--- config.mk ---
export PLATFORM = sky130hd
export DESIGN_NAME = truth_table_sweeper
export DESIGN_NICKNAME = d
export VERILOG_FILES = /design/src/rtl/truth_table_sweeper_pkg.sv /design/src/rtl/truth_table_sweeper_settle_counter.sv /design/src/rtl/truth_table_sweeper.sv
export SDC_FILE = /design/constraint.sdc
export NUM_CORES = 1
export LEC_CHECK = 0
export ABC_CLOCK_PERIOD_IN_PS = 2200
export CAP_MARGIN = 10
export CORE_AREA = 5 5 75 77
export DETAILED_ROUTE_END_ITERATION = 10
export DIE_AREA = 0 0 80 82
export DONT_BUFFER_PORTS = 1
export PLACE_DENSITY = 0.72
export SYNTH_ARGS = -nofsm -noshare
export SYNTH_HDL_FRONTEND = slang
export SYNTH_SLANG_ARGS = --single-unit
--- constraint.sdc ---
create_clock -name clk -period 2.2 [get_ports clk]
set_input_delay 0.11 -clock clk [delete_from_list [all_inputs] [get_ports clk]]
set_output_delay 0.11 -clock clk [all_outputs]
set_load 0.03 [all_outputs]
--- src/rtl/truth_table_sweeper_pkg.sv ---
// Shared types and sizing helpers for the truth-table sweeper.
// The FSM state enum and the table width derived from the input count live here.
package truth_table_pkg;

  typedef enum logic [1:0] {
    IDLE   = 2'd0,
    APPLY  = 2'd1,
    SAMPLE = 2'd2,
    DONE   = 2'd3
  } state_e;

  function automatic int table_w(input int n_inputs);
    return 1 << n_inputs;
  endfunction

  localparam int N_INPUTS_DEFAULT = 4;
  localparam int TABLE_W_DEFAULT  = table_w(N_INPUTS_DEFAULT);

endpackage

--- src/rtl/truth_table_sweeper_settle_counter.sv ---
// Loadable down-counter with a zero flag; holds each vector for the settle time.
module settle_counter #(
  parameter int WIDTH = 1
) (
  input  logic             clk,
  input  logic             rst_n,
  input  logic             load_i,
  input  logic             dec_i,
  input  logic [WIDTH-1:0] load_val_i,
  output logic             zero_o
);

  logic [WIDTH-1:0] count_q;

  always_ff @(posedge clk or negedge rst_n) begin
    if (!rst_n) begin
      count_q <= '0;
    end else if (load_i) begin
      count_q <= load_val_i;
    end else if (dec_i && (count_q != '0)) begin
      count_q <= count_q - 1'b1;
    end
  end

  assign zero_o = (count_q == '0);

endmodule

--- src/rtl/truth_table_sweeper.sv ---
// Sweeps every input vector through an attached function under test, captures its
// truth table (MSB = vector 0) and compares it against a reference latched at start.
//
// state  | meaning
// IDLE   | waiting for start; results of the last sweep held
// APPLY  | vector driven, settle counter running
// SAMPLE | FUT output captured on the exiting edge
// DONE   | one-cycle completion, results valid
module truth_table_sweeper
  import truth_table_pkg::*;
#(
  parameter int N_INPUTS      = 4,
  parameter int SETTLE_CYCLES = 2
) (
  input  logic                        clk,
  input  logic                        rst_n,
  input  logic                        start,
  input  logic                        abort,
  input  logic [table_w(N_INPUTS)-1:0] expected,
  output logic [N_INPUTS-1:0]         dut_in,
  input  logic                        dut_out,
  output logic                        busy,
  output logic                        done,
  output logic                        table_valid,
  output logic [table_w(N_INPUTS)-1:0] measured_table,
  output logic                        match,
  output logic [N_INPUTS-1:0]         first_mismatch
);

  localparam int TABLE_W = table_w(N_INPUTS);
  localparam int CNT_W   = (SETTLE_CYCLES > 1) ? $clog2(SETTLE_CYCLES) : 1;
  localparam logic [CNT_W-1:0]    SETTLE_LOAD = CNT_W'(SETTLE_CYCLES - 1);
  localparam logic [N_INPUTS-1:0] LAST_VEC    = N_INPUTS'(TABLE_W - 1);

  state_e               state_q;
  logic [N_INPUTS-1:0]  vec_q;
  logic [TABLE_W-1:0]   exp_q;
  logic [TABLE_W-1:0]   meas_q;
  logic                 mism_q;
  logic [N_INPUTS-1:0]  first_q;
  logic                 valid_q;
  logic                 match_q;
  logic                 done_q;

  logic                 cnt_load;
  logic                 cnt_dec;
  logic                 cnt_zero;
  logic [N_INPUTS-1:0]  bit_idx;
  logic                 bit_diff;

  // TABLE_W-1-vec, kept at N_INPUTS bits since TABLE_W is a power of two.
  assign bit_idx  = LAST_VEC - vec_q;
  assign bit_diff = (dut_out != exp_q[bit_idx]);

  assign cnt_load = ((state_q == IDLE) && start && !abort) ||
                    ((state_q == SAMPLE) && !abort && (vec_q != LAST_VEC));
  assign cnt_dec  = (state_q == APPLY) && !abort;

  settle_counter #(
    .WIDTH (CNT_W)
  ) u_settle (
    .clk        (clk),
    .rst_n      (rst_n),
    .load_i     (cnt_load),
    .dec_i      (cnt_dec),
    .load_val_i (SETTLE_LOAD),
    .zero_o     (cnt_zero)
  );

  always_ff @(posedge clk or negedge rst_n) begin
    if (!rst_n) begin
      state_q <= IDLE;
      vec_q   <= '0;
      exp_q   <= '0;
      meas_q  <= '0;
      mism_q  <= 1'b0;
      first_q <= '0;
      valid_q <= 1'b0;
      match_q <= 1'b0;
      done_q  <= 1'b0;
    end else begin
      done_q <= 1'b0;
      case (state_q)
        IDLE: begin
          if (start && !abort) begin
            exp_q   <= expected;
            meas_q  <= '0;
            mism_q  <= 1'b0;
            first_q <= '0;
            valid_q <= 1'b0;
            match_q <= 1'b0;
            vec_q   <= '0;
            state_q <= APPLY;
          end
        end
        APPLY: begin
          if (abort) begin
            valid_q <= 1'b0;
            state_q <= IDLE;
          end else if (cnt_zero) begin
            state_q <= SAMPLE;
          end
        end
        SAMPLE: begin
          if (abort) begin
            valid_q <= 1'b0;
            state_q <= IDLE;
          end else begin
            meas_q[bit_idx] <= dut_out;
            if (bit_diff && !mism_q) begin
              first_q <= vec_q;
              mism_q  <= 1'b1;
            end
            if (vec_q == LAST_VEC) begin
              // Fold in the final vector's result so match is correct on entry to DONE.
              match_q <= !(mism_q || bit_diff);
              valid_q <= 1'b1;
              done_q  <= 1'b1;
              state_q <= DONE;
            end else begin
              vec_q   <= vec_q + 1'b1;
              state_q <= APPLY;
            end
          end
        end
        DONE: begin
          state_q <= IDLE;
        end
        default: begin
          state_q <= IDLE;
        end
      endcase
    end
  end

  assign busy           = (state_q == APPLY) || (state_q == SAMPLE);
  assign dut_in         = busy ? vec_q : '0;
  assign done           = done_q;
  assign table_valid    = valid_q;
  assign measured_table = meas_q;
  assign match          = match_q;
  assign first_mismatch = first_q;

endmodule

Word level (Yosys, flattened, before mapping):

Cells that the tools add are included.

* add/sub/neg operators: 3
* $lt $le $gt $ge: 2
* equal/unequal tests: 14
* multiplexer cells: 38
* reductions and logical operators: 26

Operator list (number)
* $mux W16: 2
* $pmux W16 S2: 1
* $mux W4: 6
* $bwmux W16: 1
* $pmux W4 S2: 2
* $reduce_and A4 Y1: 4
* $mux W1: 15
* $mux W2: 5
* $ne A2 B2 Y1 const B: 5
* $logic_and A1 B1 Y1: 9
* $pmux W2 S4: 1
* $ne A3 B3 Y1 const B: 2
* $lt A4 B5 Y1 const B: 1
* $add A4 B1 Y4 const B: 1
* $bmux W1 S4: 1
* $demux W1 S4: 1
* $eq A2 B2 Y1 const B: 2
* $eq A4 B4 Y1 const B: 1
* $ge A4 B1 Y1 const B: 1
* $ne A4 B4 Y1 const B: 1
* $pmux W1 S2: 2
* $reduce_and A2 Y1: 2
* $reduce_bool A2 Y1: 2
* $sub A4 B4 Y4 const A: 1
* 10 further kinds: 14

* bits in registers: 47
* input port bits: 21
* output and inout bits: 28
* word-level logic and storage cells: 93

Depth between registers and ports, before layout:

Gate-level depths: netlist of run 1.

* depth after elaboration: 9
* mapped depth: 9
* mapped depth without buffers: 7

Modules after synthesis:

Synthesis of run 1 repeated with hierarchy kept, for this count alone.

* cell total of the unflattened synthesis: 230
* area total of the unflattened synthesis: 2428.6 sq um

Modules (own cells, without submodules)
* truth_table_sweeper: instances 1, cells an instance 226, area each 2383.5 sq um, seq. area each 1151.1 sq um
* settle_counter: instances 1, cells an instance 4, area each 45.0 sq um, seq. area each 25.0 sq um

Worst setup path before layout of run 1:

OpenSTA, ideal clock, no wires.

* kind: register to register
* start: register vec_q[0]
* end: register first_q[0], in the netlist first_mismatch[0]
* library setup time: 128 ps
* data arrival time: 1941 ps
* data required time: 2072 ps
* setup slack: 132 ps
* cell stages (with the launch flop): 7
* path buffers: 1
* clock period less this slack: 2068 ps
* cell sequence: dfrtp_1 > buf_6 > mux4_2 > mux2i_4 > mux2i_1 > and2_4 > o211ai_2

* longest elaborated chain between the ends: 7
* elaborated cells between the ends (all ways): 10
* those cells by class: add/sub (1); eq/ne (2); mux (5); reduce/logical (2)

RTL lines
* start: declaration: line truth_table_sweeper.sv:36 `logic [N_INPUTS-1:0] vec_q;`
* start signal: assignment: line truth_table_sweeper.sv:121 `vec_q <= vec_q + 1'b1;`
* $sub A4 B4 Y4: line truth_table_sweeper.sv:52 `assign bit_idx = LAST_VEC - vec_q;`
* $bmux W1 S4: line truth_table_sweeper.sv:53 `assign bit_diff = (dut_out != exp_q[bit_idx]);`
* $mux W1 (implied by the code): line truth_table_sweeper.sv:53
* $ne A1 B1 Y1: line truth_table_sweeper.sv:53
* $logic_and A1 B1 Y1: line truth_table_sweeper.sv:110 `if (bit_diff && !mism_q) begin`
* $ne A2 B2 Y1 (no line)
* $reduce_and A4 Y1 (no line)
* end signal: assignment: line truth_table_sweeper.sv:111 `first_q <= vec_q;`
* end: declaration: line truth_table_sweeper.sv:40 `logic [N_INPUTS-1:0] first_q;`

Several ways; a longest one is shown, not always the timed one. The select of a mux whose other input is x is not followed.
A chain may end at the register's enable or synchronous reset.

Worst setup path in the final report of run 1:

* start: register vec_q[0]
* end: register first_q[1], in the netlist first_mismatch[1]

* longest elaborated chain between the ends: 7

RTL lines (line)
* $sub A4 B4 Y4: truth_table_sweeper.sv:52
* $bmux W1 S4: truth_table_sweeper.sv:53
* $mux W1 (implied by the code): truth_table_sweeper.sv:53
* $ne A1 B1 Y1: truth_table_sweeper.sv:53
* $logic_and A1 B1 Y1: truth_table_sweeper.sv:110
* $ne A2 B2 Y1 (no line)
* $reduce_and A4 Y1 (no line)

No other way between the ends. The select of a mux whose other input is x is not followed.

==> results.md, run 1 <==
- Post-route ant nets: 0
- Critical Path Sink Type: flop
- Num CTS Buffers: 5
- Crit-path leading delay family: multiplexers
- Core Box Area: 4940 µm²
- Maximum clock rate: 0.499 GHz
- Die width: 80 µm
- Placed inst area: 2700 µm²
- Number of nets in the layout: 301
- Synth cell types: 46
- Mapped cell area: 2600 µm²
- Via density: 5.62
- CTS Buffer Depth: 2
- Layout area overhead: 15.4%
- N_diodes: 0
- # fillers: 417
- Clock Skews: 0.00592 ns
- H-Tree Depth: 2
- Final Cycle Share: 91.2%
- CTS Sinks: 47
- Setup TNS: 0 ns
- Dpl hpwl: 3980 µm
- Seq cells post-synth: 47
- CP arrival: 2.23 ns
- CTS tree: done
- Min-delay worst type: in -> reg
- Sw power: 1.02 mW
- R2R Setup Slk: 0.19 ns
- CP max stage delay: 0.57 ns
- WP data required: 2.42 ns
- Initial DRT Pass Iterations: 4
- Iteration-0 DRC Markers: 128
- Clock Power Share: 18.2%
- Ports: 49
- Power Density: 951 nW/µm²
- First-pass GRT wire length: 9590 µm
- WS Path Type: reg -> reg
- Final GP Congestion: 0.809
- Final hold viol count: 0
- RSZ-0062 raised after global routing: no
- Mapped Cells: 250
- Syn nets: 278
- DR DRC count: 0
- Register area share after synthesis: 45.2%
- Vias in the first global route: 1,880
- Ys flop type: dfrtp_1
- Buf/Inv on CP: 1
- Status: finished, final reports clean
- # port buffers: 0
- Worst-path fanout max: 6
- FP Rows: 26
- LEAKAGE: 1.29 nW
- Share of cells above drive strength 1: 21.5%
- Antenna violations before repair: 0
- Total track usage: 18.9%
- Starting Density: 52.6%
- Mean post-synth cell area: 10.4 µm²
- Async SR Flop Fraction: 100%
- Wirelength per Cell: 16.4 µm
- Latest clock arrival within the worst-skew pair: 0.30 ns
- Switching portion of total power: 35.8%
- Die ar.: 6560 µm²
- Worst setup SP type: flop
- Slew Viols, Final: 0
- Internal Power: 1.83 mW
- Maximum VDD drop: 626 µV
- Fin crit period: 2.01 ns
- Critical path's slowest cell: mux4_2
- Die Height: 82 µm
- Part of the power in registers: 42.4%
- Final setup violation count: 0
- MaxCap Viol Count: 0
- Ys Warns: 0
- Detailed Route WL: 5640 µm
- Final instance area: 3000 µm²
- Critical Path, Cell by Cell: mux4_2 -> mux2i_4 -> mux2i_2 -> buf_4 -> nand4_1 -> o211ai_2
- Largest net degree at the start of global routing: 48
- Worst-path clk slew: 0.09 ns
- Worst relative slew slack: 72.5%
- Number of synthesized flops with an enable pin: 0
- Total grt overflow: 0
- Combinational power share: 39.4%
- Worst-Margin Slew: 0.412 ns
- Total number of vias: 1,932
- Clock Tree Root: clkbuf_8
-- cells in the final DEF, fill, tap and decap left out, types with 4 or more instances in the layout --
master and instances:
o21ai_1 9, clkbuf_8 5, dfrtp_1 47, and2_1 7, a32o_1 4, mux2_2 16
a21oi_1 7, nand3_1 14, nand2_1 31, nor2b_1 6, ha_1 6, nor2_1 11
nand4_1 4, inv_1 9, dlygate4sd3_1 18, a21boi_0 8, buf_4 15, mux4_2 4
o21ai_0 5
-- registers in the layout, summed over array words and instances (netlist names) --
name,flops
done,1
exp_q,16
state_q,2
table_valid,1
vec_q,4
first_mismatch,4
u_settle.count_q,1
measured_table,16
mism_q,1
match,1
-- cell usage after synthesis, types with 2 or more instances --
master,n,share of area [%]
xor2_1,2,0.67
nand2b_1,3,0.72
a21boi_0,8,2.3
mux2i_1,3,1.2
o211ai_2,3,1.4
a21oi_1,7,1.3
dfrtp_1,47,45
nand3_1,14,2.7
buf_2,4,0.77
mux2i_4,2,1.7
nor4b_1,3,1.0
o21ai_1,9,1.7
mux4_2,4,3.5
nor3_1,2,0.39
ha_1,7,3.4
clkbuf_1,9,1.3
nor2b_1,6,1.4
or2b_1,2,0.58
buf_6,3,1.3
nor2_1,11,1.6
o21ai_0,5,0.96
inv_1,9,1.3
nor4_1,3,0.72
buf_4,2,0.58
o32ai_1,2,0.67
and2_1,7,1.7
a22o_1,3,1.0
nand2_1,31,4.5
a32o_1,4,1.5
nand4_1,4,0.96
mux2_2,16,6.9
-- metal layers --
metal	up-vias	track usage, %	share of wire (%)
met5	-	0	0
met1	944	24.3	44
met2	56	31.7	49
li1	925	-	-
met3	7	5.48	5.7
met4	0	4.05	1.0
-- worst register-to-register path, cell delays in order (launching register included) --
cell      delay (ns)
dfrtp_1         0.50
mux4_2          0.57
mux2i_4         0.22
mux2i_2         0.26
buf_4           0.17
nand4_1         0.11
o211ai_2        0.10
-- power groups by stage --
| stage | sequential [mW] | clock [mW] | combinational [mW] |
|---|---|---|---|
| finish | 1.21 | 0.519 | 1.13 |
| global route | 1.24 | 0.576 | 1.23 |
| CTS | 1.21 | 0.535 | 1.12 |
| detailed placement | 1.23 | 0 | 1.07 |
| global placement | 1.22 | 0 | 1.05 |
| floorplan | 1.15 | 0 | 0.915 |
-- path summary, 6_finish.rpt --
kind                            startpoint  cells after the start           endpoint
worst max-delay path              vec_q[0]                      6  first_mismatch[1]
worst min register to register   exp_q[12]                      1          exp_q[12]
worst min-delay path                 abort                      2               done
min in group asynchronous            rst_n                      2  measured_table[8]
worst max register to register    vec_q[0]                      6  first_mismatch[1]
max in group asynchronous            rst_n                      2   u_settle.count_q
-- area by class of cell --
class	instances	area [µm²]	area share [%]
multi-input cells	176	1290	43.1
flip-flops and latches	47	1180	39.2
repair buffers	34	320	10.7
well taps	70	87.6	2.92
clock buffers	5	68.8	2.29
inverters	9	33.8	1.13
clock inverters	3	20.0	0.667
-- timing repair --
action,4_1_cts,5_1_grt
buffers inserted,0,0
hold endpoints to repair,67,0
setup endpoints to repair,0,3
hold buffers,19,0
gates resized for setup,0,2
-- kinds of logic after synthesis --
| family | after synthesis | share of synthesized area, % |
|---|---|---|
| compound gates | 47 | 13.2 |
| xor+xnor | 2 | 0.674 |
| fa+ha+maj | 7 | 3.37 |
| buf+inv | 27 | 5.25 |
| flops | 47 | 45.2 |
| mux | 26 | 13.8 |
| simple gates | 94 | 18.5 |
-- stage by stage --
step	power, mW	worst slack (ns)	hold WS [ns]	util [%]	cells
6_report	2.86	0.195	0.0241	60.7	344
5_1_grt	3.05	0.0509	0.0241	60.7	344
4_1_cts	2.87	0.181	0.00672	60.6	344
3_5_place_dp	2.30	0.215	-0.184	54.6	317
3_3_place_gp	2.27	0.266	-0.184	54.6	317
2_1_floorplan	2.07	0.132	-0.186	-	250
No activity file was read; power rests on OpenSTA's default activity.
==> run 2: changes to the inputs <==
--- a/config.mk
+++ b/config.mk
@@ -12,6 +12,7 @@
 export DIE_AREA = 0 0 80 82
 export DONT_BUFFER_PORTS = 1
 export PLACE_DENSITY = 0.72
+export RECOVER_POWER = 100
 export SYNTH_ARGS = -nofsm -noshare
 export SYNTH_HDL_FRONTEND = slang
 export SYNTH_SLANG_ARGS = --single-unit
==> run 2 against run 1 <==
Compared with the run above: sequential power hardly changed; clock skew about the same; maximum frequency hardly changed; largest power group unchanged; count of clock-buffer cells in the layout is the same; cell area down 1.7%.
==> results.md, run 2 (same netlist as run 1, synthesis figures left out) <==
- Worst-path clk slew: 0.09 ns
- CTS tree: done
- Latest clock arrival within the worst-skew pair: 0.30 ns
- # port buffers: 0
- Wirelength per Cell: 16.3 µm
- LEAKAGE: 1.26 nW
- First-pass GRT wire length: 9590 µm
- Buf/Inv on CP: 1
- WP data required: 2.42 ns
- Largest net degree at the start of global routing: 48
- CTS Buffer Depth: 2
- Share of cells above drive strength 1: 18.6%
- Layout Utilization: 59.7%
- Die ar.: 6560 µm²
- Via density: 5.58
- Slew Viols, Final: 0
- CTS Sinks: 47
- Final setup violation count: 0
- Min-delay worst type: in -> reg
- Commonest non-fill, non-tap cells in the layout: dfrtp_1, nand2_1, dlygate4sd3_1, mux2_2, nand3_1
- WS Path Type: reg -> reg
- Final hold viol count: 0
- Total number of vias: 1,921
- Dpl ws: 0.215 ns
- Post-CTS Setup Repair Bufs: 0
- Antenna violations before repair: 0
- Starting Density: 52.6%
- Fin crit period: 2.01 ns
- Vias in the first global route: 1,880
- Setup WS post-layout: 0.194 ns
- MaxCap Viol Count: 0
- N_diodes: 0
- Die width: 80 µm
- Maximum clock rate: 0.499 GHz
- Setup TNS: 0 ns
- Initial DRT Pass Iterations: 4
- Clock Tree Root: clkbuf_8
- Crit-path leading delay family: multiplexers
- Part of the power in registers: 42.9%
- H-Tree Depth: 2
- Sw power: 1.02 mW
- Total track usage: 18.9%
- Leading cell type in the layout, fill and taps excluded: dfrtp_1
- Dpl hpwl: 3980 µm
- CP max stage delay: 0.57 ns
- Maximum VDD drop: 627 µV
- Combinational power share: 38.7%
- Num CTS Buffers: 5
- Post-route ant nets: 0
- Critical Path, Cell by Cell: mux4_2 -> mux2i_4 -> mux2i_2 -> buf_4 -> nand4_1 -> o211ai_2
- Core Box Area: 4940 µm²
- RSZ-0062 raised after global routing: no
- FP Rows: 26
- CP arrival: 2.23 ns
- Worst-Margin Slew: 1.15 ns
- Final GP Congestion: 0.809
- Critical path's slowest cell: mux4_2
- Non-Filler Instances: 344
- Worst-path fanout max: 6
- DP Cell Count: 317
- Ports: 49
- Power Density: 956 nW/µm²
- Switching portion of total power: 36.1%
- Detailed Route WL: 5600 µm
- Die Height: 82 µm
- Worst setup SP type: flop
- Critical Path Sink Type: flop
- Worst relative slew slack: 23.5%
- Final Cycle Share: 91.2%
- Status: finished, final reports clean
- Clock Power Share: 18.3%
- Total grt overflow: 0
- Layout area overhead: 13.5%
- DR DRC count: 0
- Iteration-0 DRC Markers: 122
- Number of nets in the layout: 301
- Clock Skews: 0.00596 ns
- Internal Power: 1.80 mW
run 2: cell types whose count changed in the layout (fill, tap and decap cells not counted), sizes merged:
| cell | change |
|---|---|
| buf | -7 |
| clkbuf | +7 |
run 2: per-stage QoR:
step | hold WS, ns | power (mW) | instance area (µm²)
2_1_floorplan | -0.186 | 2.07 | 2600
3_3_place_gp | -0.184 | 2.27 | 2700
3_5_place_dp | -0.184 | 2.30 | 2700
4_1_cts | 0.00672 | 2.87 | 2990
5_1_grt | 0.0241 | 3.02 | 2950
6_report | 0.0245 | 2.82 | 2950
run 2: repair_timing:
item | 4_1_cts | 5_1_grt
endpoints found under the setup margin | 0 | 3
hold buffers | 19 | 0
gates resized for setup | 0 | 2
endpoints found under the hold margin | 67 | 0
run 2: per-layer routing:
metal,global-route usage [%],routed length (µm),up-vias
met4,4.05,57,0
met1,24.3,2420,930
met3,5.48,390,7
met5,0,0,-
li1,-,-,923
met2,31.7,2730,61
run 2: final timing paths:
| kind | from | endpoint | slack, ns | depth (start not counted) |
|---|---|---|---|---|
| min in group asynchronous | rst_n | measured_table[10] | 0.58 | 2 |
| max in group asynchronous | rst_n | u_settle.count_q | 0.93 | 2 |
| setup / recovery | vec_q[0] | first_mismatch[1] | 0.19 | 6 |
| hold / removal | abort | done | 0.02 | 2 |
| setup reg to reg | vec_q[0] | first_mismatch[1] | 0.19 | 6 |
| hold reg to reg | exp_q[12] | exp_q[12] | 0.50 | 1 |
run 2: layout make-up:
class | instances | area, µm²
well taps | 70 | 87.6
clock inverters | 3 | 20.0
repair buffers | 34 | 277
fillers | 429 | 1990
clock buffers | 5 | 68.8
inverters | 9 | 33.8
flip-flops and latches | 47 | 1180
multi-input cells | 176 | 1290
run 2: power groups by stage:
stage	clock network (mW)	registers, mW	logic (mW)
3_3_place_gp	0	1.22	1.05
4_1_cts	0.535	1.21	1.12
6_report	0.516	1.21	1.09
5_1_grt	0.576	1.24	1.20
3_5_place_dp	0	1.23	1.07
2_1_floorplan	0	1.15	0.915
run 2: worst register-to-register path, cell delays in order (launching register included):
cell and delay [ns]:
dfrtp_1 0.50, mux4_2 0.57, mux2i_4 0.22, mux2i_2 0.26, buf_4 0.17, nand4_1 0.11
o211ai_2 0.10
